[src/rtl/mem_arb_pkg.sv]
// Shared types for the memory arbiter: FSM states, requester ids, downstream request payload.
// Feature macro: MEM_ARB_RR_EN (round-robin arbitration instead of fixed priority with starvation limit).
package mem_arb_pkg;

  localparam int unsigned ADDR_W = 32;
  localparam int unsigned DATA_W = 32;
  localparam int unsigned MASK_W = 4;
  localparam int unsigned CNT_W  = 4;

  typedef enum logic [1:0] {
    ST_IDLE   = 2'd0,
    ST_WAIT_I = 2'd1,
    ST_WAIT_D = 2'd2
  } state_e;

  typedef enum logic {
    REQ_I = 1'b0,
    REQ_D = 1'b1
  } req_id_e;

  typedef struct packed {
    logic [ADDR_W-1:0] addr;
    logic              wen;
    logic [DATA_W-1:0] wdata;
    logic [MASK_W-1:0] mask;
  } mem_req_t;

  localparam logic [MASK_W-1:0] FETCH_MASK = {MASK_W{1'b1}};

  // Requester that gets priority after `id` has been served.
  function automatic req_id_e other_req(input req_id_e id);
    return (id == REQ_I) ? REQ_D : REQ_I;
  endfunction

endpackage

[src/rtl/mem_arb_pick.sv]
// Combinational winner select between fetch and data requesters.
// Default: data wins unless fetch is waiting and the starvation count reached STARVE_LIMIT.
// MEM_ARB_RR_EN defined: on contention the requester named by i_rr_prio wins.
// Ports: i_imem_req/i_dmem_req requests; i_starve_cnt or i_rr_prio arbitration state;
//        o_gnt_valid any request present; o_gnt_id winning requester.
module mem_arb_pick
  import mem_arb_pkg::*;
`ifndef MEM_ARB_RR_EN
#(
  parameter int unsigned STARVE_LIMIT = 4
)
`endif
(
  input  logic             i_imem_req,
  input  logic             i_dmem_req,
`ifdef MEM_ARB_RR_EN
  input  req_id_e          i_rr_prio,
`else
  input  logic [CNT_W-1:0] i_starve_cnt,
`endif
  output logic             o_gnt_valid,
  output req_id_e          o_gnt_id
);

  // Fetch wins when alone, or on contention when the arbitration state favours it.
  always_comb begin
    o_gnt_valid = i_imem_req | i_dmem_req;
    o_gnt_id    = REQ_D;
`ifdef MEM_ARB_RR_EN
    if (i_imem_req && (!i_dmem_req || (i_rr_prio == REQ_I))) begin
      o_gnt_id = REQ_I;
    end
`else
    if (i_imem_req && (!i_dmem_req || (i_starve_cnt == CNT_W'(STARVE_LIMIT)))) begin
      o_gnt_id = REQ_I;
    end
`endif
  end

endmodule

[src/rtl/mem_arbiter.sv]
// Shares one variable-latency memory port between instruction fetch and data requesters,
// one transaction outstanding at a time.
// Feature macro: MEM_ARB_RR_EN selects round-robin; otherwise fixed data priority with a
// STARVE_LIMIT-bounded starvation counter for fetch.
// Ports: i_imem_* / o_imem_* fetch port; i_dmem_* / o_dmem_* data port;
//        o_mem_* / i_mem_* downstream port. Handshake = o_mem_req & i_mem_ready.
// All outputs are combinational from state and inputs and forced to zero while i_rst_n is low.
module mem_arbiter
  import mem_arb_pkg::*;
#(
  parameter int unsigned STARVE_LIMIT = 4
) (
  input  logic              i_clk,
  input  logic              i_rst_n,
  input  logic              i_imem_req,
  input  logic [ADDR_W-1:0] i_imem_addr,
  output logic              o_imem_ready,
  output logic              o_imem_rvalid,
  output logic [DATA_W-1:0] o_imem_rdata,
  input  logic              i_dmem_req,
  input  logic [ADDR_W-1:0] i_dmem_addr,
  input  logic              i_dmem_wen,
  input  logic [DATA_W-1:0] i_dmem_wdata,
  input  logic [MASK_W-1:0] i_dmem_mask,
  output logic              o_dmem_ready,
  output logic              o_dmem_rvalid,
  output logic [DATA_W-1:0] o_dmem_rdata,
  output logic              o_mem_req,
  output logic [ADDR_W-1:0] o_mem_addr,
  output logic              o_mem_wen,
  output logic [DATA_W-1:0] o_mem_wdata,
  output logic [MASK_W-1:0] o_mem_mask,
  input  logic              i_mem_ready,
  input  logic              i_mem_rvalid,
  input  logic [DATA_W-1:0] i_mem_rdata
);

  if ((STARVE_LIMIT < 1) || (STARVE_LIMIT > 15)) begin : g_bad_limit
    $error("mem_arbiter: STARVE_LIMIT must be in 1..15");
  end

  state_e   r_state;
  state_e   w_next;
  logic     w_gnt_valid;
  req_id_e  w_gnt_id;
  logic     w_hs;
  mem_req_t w_mem;

`ifdef MEM_ARB_RR_EN
  req_id_e  r_rr_prio;

  mem_arb_pick u_pick (
    .i_imem_req  (i_imem_req),
    .i_dmem_req  (i_dmem_req),
    .i_rr_prio   (r_rr_prio),
    .o_gnt_valid (w_gnt_valid),
    .o_gnt_id    (w_gnt_id)
  );
`else
  logic [CNT_W-1:0] r_starve_cnt;

  mem_arb_pick #(
    .STARVE_LIMIT (STARVE_LIMIT)
  ) u_pick (
    .i_imem_req   (i_imem_req),
    .i_dmem_req   (i_dmem_req),
    .i_starve_cnt (r_starve_cnt),
    .o_gnt_valid  (w_gnt_valid),
    .o_gnt_id     (w_gnt_id)
  );
`endif

  // State register.
  always_ff @(posedge i_clk or negedge i_rst_n) begin
    if (!i_rst_n) begin
      r_state <= ST_IDLE;
    end else begin
      r_state <= w_next;
    end
  end

`ifdef MEM_ARB_RR_EN
  // Priority passes to the other requester after every accepted request.
  always_ff @(posedge i_clk or negedge i_rst_n) begin
    if (!i_rst_n) begin
      r_rr_prio <= REQ_I;
    end else if (w_hs) begin
      r_rr_prio <= other_req(w_gnt_id);
    end
  end
`else
  // Counts data grants taken while fetch was waiting; any fetch grant or uncontended data grant clears it.
  always_ff @(posedge i_clk or negedge i_rst_n) begin
    if (!i_rst_n) begin
      r_starve_cnt <= '0;
    end else if (w_hs) begin
      if ((w_gnt_id == REQ_D) && i_imem_req) begin
        if (r_starve_cnt != CNT_W'(STARVE_LIMIT)) begin
          r_starve_cnt <= r_starve_cnt + CNT_W'(1);
        end
      end else begin
        r_starve_cnt <= '0;
      end
    end
  end
`endif

  // Next state, downstream request mux and response routing.
  always_comb begin
    w_next        = r_state;
    w_mem         = '0;
    w_hs          = 1'b0;
    o_mem_req     = 1'b0;
    o_imem_ready  = 1'b0;
    o_dmem_ready  = 1'b0;
    o_imem_rvalid = 1'b0;
    o_dmem_rvalid = 1'b0;
    o_imem_rdata  = '0;
    o_dmem_rdata  = '0;
    if (i_rst_n) begin
      case (r_state)
        ST_IDLE: begin
          if (w_gnt_valid) begin
            o_mem_req = 1'b1;
            w_hs      = i_mem_ready;
            if (w_gnt_id == REQ_I) begin
              w_mem.addr = i_imem_addr;
              w_mem.mask = FETCH_MASK;
              if (i_mem_ready) begin
                o_imem_ready = 1'b1;
                w_next       = ST_WAIT_I;
              end
            end else begin
              w_mem.addr  = i_dmem_addr;
              w_mem.wen   = i_dmem_wen;
              w_mem.wdata = i_dmem_wdata;
              w_mem.mask  = i_dmem_mask;
              if (i_mem_ready) begin
                o_dmem_ready = 1'b1;
                w_next       = ST_WAIT_D;
              end
            end
          end
        end
        ST_WAIT_I: begin
          if (i_mem_rvalid) begin
            o_imem_rvalid = 1'b1;
            o_imem_rdata  = i_mem_rdata;
            w_next        = ST_IDLE;
          end
        end
        ST_WAIT_D: begin
          if (i_mem_rvalid) begin
            o_dmem_rvalid = 1'b1;
            o_dmem_rdata  = i_mem_rdata;
            w_next        = ST_IDLE;
          end
        end
        default: w_next = ST_IDLE;
      endcase
    end
  end

  assign o_mem_addr  = w_mem.addr;
  assign o_mem_wen   = w_mem.wen;
  assign o_mem_wdata = w_mem.wdata;
  assign o_mem_mask  = w_mem.mask;

endmodule

[config.mk]
export PLATFORM = sky130hd
export DESIGN_NAME = mem_arbiter
export DESIGN_NICKNAME = d
export VERILOG_FILES = /design/src/rtl/mem_arb_pkg.sv /design/src/rtl/mem_arb_pick.sv /design/src/rtl/mem_arbiter.sv
export SDC_FILE = /design/constraint.sdc
export NUM_CORES = 1
export LEC_CHECK = 0
export ABC_AREA = 0
export BUFFER_PORTS_ARGS = -buffer_cell sky130_fd_sc_hd__buf_2
export CORE_AREA = 2 2 106 108
export CTS_CLUSTER_SIZE = 24
export DETAILED_ROUTE_END_ITERATION = 16
export DIE_AREA = 0 0 108 110
export GPL_TIMING_DRIVEN = 0
export PLACE_DENSITY = 0.49
export SYNTH_ARGS = -nofsm -noshare
export SYNTH_HDL_FRONTEND = slang
export SYNTH_SLANG_ARGS = --single-unit
[constraint.sdc]
create_clock -name i_clk -period 4.55 [get_ports i_clk]
set_input_delay 0.455 -clock i_clk [delete_from_list [all_inputs] [get_ports i_clk]]
set_output_delay 0.455 -clock i_clk [all_outputs]
set_load 0.005 [all_outputs]
### Yosys cells after proc, flatten, opt, wreduce, memory -nomap -nowiden

Index checks and enable logic that the tools add are counted.

| word-level totals | value |
|---|---|
| word-level logic and storage cells | 60 |
| ROM bits | 0 |
| memories | 0 |
| register bits after elaboration | 6 |
| memory bits (writable) | 0 |
| latch bits | 0 |

| cells by class | value |
|---|---|
| div/mod/pow operators | 0 |
| mux-type cells | 40 |
| reduce and logical (&&, ||, !) cells | 8 |
| equal/unequal tests | 8 |
| order comparisons | 0 |
| bitwise operators | 1 |
| multiply operators | 0 |
| $add $sub $neg | 1 |
| shifts and indexed selects | 0 |

Operators by type and width:

| operator | count |
|---|---|
| $mux 69 | 3 |
| $mux 32 | 6 |
| $mux 33 | 1 |
| $mux 1 | 21 |
| $mux 4 | 3 |
| $mux 2 | 5 |
| $ne 2x1->1 const B | 3 |
| $add 4x1->4 const B | 1 |
| $eq 4x3->1 const B | 1 |
| $ne 4x3->1 const B | 1 |
| $pmux 2 s2 | 1 |
| $reduce_and 4->1 | 1 |
| $eq 2x1->1 const B | 1 |
| $eq 2x2->1 const B | 1 |
| $logic_and 1x1->1 | 2 |
| $logic_not 2->1 | 1 |
| $ne 2x2->1 const B | 1 |
| $reduce_and 2->1 | 1 |
| $reduce_or 2->1 | 1 |
| $logic_not 1->1 | 1 |
| $logic_or 1x1->1 | 1 |
| $or 1x1->1 | 1 |

### Longest topological paths before layout

| logic depth | value |
|---|---|
| depth after elaboration | 7 |
| mapped depth | 8 |
| depth with buffers taken out | 5 |

### Cells and area by module

A second synthesis with hierarchy kept.

| unflattened totals | value |
|---|---|
| cell total of the unflattened synthesis | 241 |
| area total of the unflattened synthesis | 1676.6 um^2 |

Modules (own cells, without submodules):

| module | cells each | area each (um^2) | times used |
|---|---|---|---|
| mem_arbiter | 237 | 1646.6 | 1 |
| mem_arb_pick | 4 | 30.0 | 1 |

### Least setup slack after synthesis

OpenSTA, ideal clock, no wires.

| path | value |
|---|---|
| path type | reg-to-output |
| from | reg r_state[0] |
| to | out o_mem_addr[10] |
| arrival time | 1.357 ns |
| stages on the path, launching flop included | 9 |
| slack | 2.738 ns |
| cells stage by stage | dfrtp_1 inv_1 ha_1 and2_1 buf_2 buf_4 buf_4 nand2_1 o22ai_1 |

| on the way | value |
|---|---|
| longest elaborated chain between the ends | 3 |

RTL lines:

| item | line | RTL |
|---|---|---|
| start: declaration | mem_arbiter.sv:42 | `state_e r_state;` |
| start signal: assignment | mem_arbiter.sv:78 | `r_state <= w_next;` |
| $logic_not 2->1 | mem_arbiter.sv:121 | `case (r_state)` |
| $mux 69 | mem_arbiter.sv:121 |  |
| $mux 69 | mem_arbiter.sv:120 | `if (i_rst_n) begin` |
| end: declaration | mem_arbiter.sv:29 | `output logic [ADDR_W-1:0] o_mem_addr,` |

No other way between the ends.

### Final worst setup path

| path | value |
|---|---|
| from | reg r_state[0] |
| to | out o_mem_addr[17] |

Same word-level chain as after synthesis.

==> results.py <==
metrics = {
    "outcome": {
        "status": "finished clean",
    },
    "routing": {
        "routed_via_density": 4.250,
        "drt_iter0_markers": 171,
        "num_vias": 2937,
        "wl_per_cell_um": 13.01,
        "ant_nets": 0,
        "routed_wl_um": 8988,
        "drcViolationCount": 0,
        "dr.pass1.iters": 4,
    },
    "die": {
        "core_area_um2": 10700,
        "fp.dieW_um": 108,
        "num_rows": 38,
        "ios": 277,
        "fp.dieArea_um2": 11880,
        "start_util_pct": 16.40,
        "die_h_um": 110,
    },
    "worst_setup_path": {
        "end_kind": "output port",
        "worstPathRequired_ps": 4090,
        "critical_path_peak_fanout": 10,
        "arrival_ps": 2030,
        "worstSetupStartpointType": "flop",
        "path_class": "reg -> out",
    },
    "synthesis": {
        "synth-edff-count": 0,
        "synth_top_family_by_area": "simple AND/OR/NAND/NOR gates",
        "synth-simple-area-share_pct": 53.64,
        "synth_compound_area_share_pct": 22.68,
        "synth_mux_area_share_pct": 0.6419,
        "netlist_area_um2": 1754,
        "yosysUniqueCellTypes": 34,
        "synth_fa_ha_area_share_pct": 3.566,
        "syn_inst": 273,
        "synth_top_area_share_pct": 34.95,
        "ys_top_cells_by_count": "and2_1, nand2_1, o22ai_1",
        "synth-seq-area-share_pct": 8.559,
        "synth_largest_area_cell": "and2_1",
        "synthFlopType": "dfrtp_1",
        "synthMostInstantiatedCell": "and2_1",
        "postSynthAreaPerCell_um2": 6.426,
        "syn_nets": 417,
        "netlist_top_cells_area": "and2_1, nand2_1, dfrtp_1",
        "ys_ff_latch": 6,
        "async_flop_share_pct": 100.0,
        "synth-xor-area-share_pct": 0,
        "yosysWarnings": 0,
    },
    "placement": {
        "io_buffers": 275,
        "dp_slack_ps": 2271,
        "place.gp.congestion": 0.7898,
        "dpl.hpwl_um": 7827,
    },
    "run": {
        "maxCapViolCount": 0,
    },
    "clock_tree": {
        "clkTransAtPathRegs_ps": 40,
        "insertion_delay_ps": 230,
        "clockBufferDepth": 2,
        "cts_tree": "yes",
        "cts_resized": 0,
        "cts_made_buffers": 3,
        "root_buffer": "clkbuf_8",
        "post-cts-setup-buffers": 0,
        "htree_levels": 1,
        "cts.sinks": 6,
        "cts_hold_buffers": 0,
    },
    "final_layout": {
        "nFillCells": 1165,
        "diodes": 0,
        "areaGrowthSynthToFinish_pct": 90.80,
        "nets": 697,
        "layout-drive-gt1-share_pct": 56.44,
    },
    "sta": {
        "min_period_ps": 2482,
        "max-slew-margin-rel_pct": 70.90,
        "clock_skew_ps": 1.366,
        "rsz0062_at_grt": "no",
        "maxSlewViolCount": 0,
        "setup_viol": 0,
        "max_freq_ghz": 0.4029,
        "fin_setup_tns_ps": 0,
        "period_share_pct": 54.55,
        "hold_violations": 0,
        "setup_ws_ps": 2068,
        "worst_pin_slew_ps": 436.5,
    },
    "power": {
        "power.switching_uw": 437.7,
        "sw_frac_of_total_pct": 48.04,
        "power.share.clock_pct": 9.1,
        "pwr_density_cell_nw_per_um2": 272.2,
        "seqPwrFrac_pct": 10.1,
        "p_leak_nw": 2.092,
        "combinationalPowerShare_pct": 80.8,
        "ir_drop_mv": 0.1144,
        "internal_power_uw": 473.4,
    },
    "worst_hold_path": {
        "hp-class": "in -> async",
    },
    "grt": {
        "grt_overflow": 0,
        "grt_pass1_vias": 2628,
        "grtUsageTotal_pct": 13.05,
        "grt_max_degree": 12,
        "antenna_found_initial": 0,
        "grt_pass1_wl_um": 12520,
    },
}
-- cell families after synthesis --
family | after synthesis
AO/OA/AOI/OAI | 49
AND/OR/NAND/NOR | 176
multiplexers | 1
flip-flops | 6
buffers and inverters | 36
adder cells (fa/ha/maj) | 5
-- worst paths after layout --
kind | endpoint | start | cells past startpoint | slack (ps)
max | o_mem_addr[17] | r_state[0] | 9 | 2070
max reg2reg | r_starve_cnt[0] | r_state[0] | 5 | 2940
min reg2reg | r_state[1] | r_state[1] | 1 | 530
min in group i_clk | r_state[1] | r_state[1] | 1 | 530
max in group asynchronous | r_starve_cnt[3] | i_rst_n | 1 | 4290
min | r_starve_cnt[2] | i_rst_n | 1 | 80
-- worst max-delay path, stage by stage, from the launching register on --
cell	delay [ps]
dfrtp_1	400
inv_1	90
ha_1	210
and2_1	160
buf_2	150
buf_4	200
buf_4	190
nand2_1	60
o22ai_1	190
buf_2	150
-- cell usage in the layout (no fill, tap or decap), types with 5 or more instances in the layout --
master    netlist  final
clkbuf_1        7      7
inv_1          10     10
o22ai_1        22     22
buf_2           9    284
buf_4           6      6
and2_1         98     98
o22ai_2        10     10
nand2_1        65     65
ha_1            5      5
dfrtp_1         6      6
-- area by class of cell --
| type | count | area (um^2) | area share, % |
|---|---|---|---|
| plain buffers | 25 | 150.1 | 4.486 |
| clock buffers | 3 | 41.29 | 1.234 |
| inverters | 11 | 41.29 | 1.234 |
| multi-input cells | 231 | 1413 | 42.21 |
| flip-flops and latches | 6 | 150.1 | 4.486 |
| well taps | 140 | 175.2 | 5.234 |
| repair buffers | 275 | 1376 | 41.12 |
-- sequential cells by signal (all words and copies together) (netlist names) --
name          cells
r_starve_cnt      4
r_state           2
-- metal layers --
layer,vias to the layer above,wire (um),GRT usage (%)
met5,-,0,0
met4,0,131,3.022
met3,9,715,1.470
met2,170,4667,26.01
met1,1312,3474,14.70
li1,1446,-,-
-- power by group through the flow --
stage / Combinational [mW] / Sequential [mW] / Clock, mW
after floorplan: 0.437 / 0.0871 / 0
after global placement: 0.738 / 0.0918 / 0
after detailed placement: 0.744 / 0.0925 / 0
after CTS: 0.747 / 0.0919 / 0.0833
after global routing: 0.822 / 0.0960 / 0.0839
final: 0.736 / 0.0922 / 0.0829
-- per-stage QoR --
step                util (%)  hold WS [ps]  instances  cell area [um^2]  power (mW)
floorplan                  -         159.4        273              1754      0.5239
global placement       30.90         321.6        688              3306      0.8303
detailed placement     30.90         323.7        688              3306      0.8367
CTS                    31.29         83.55        691              3347      0.9222
global route           31.29         102.6        691              3347       1.002
finish                 31.29         78.56        691              3347      0.9111
No activity file was read; power rests on OpenSTA's default activity.
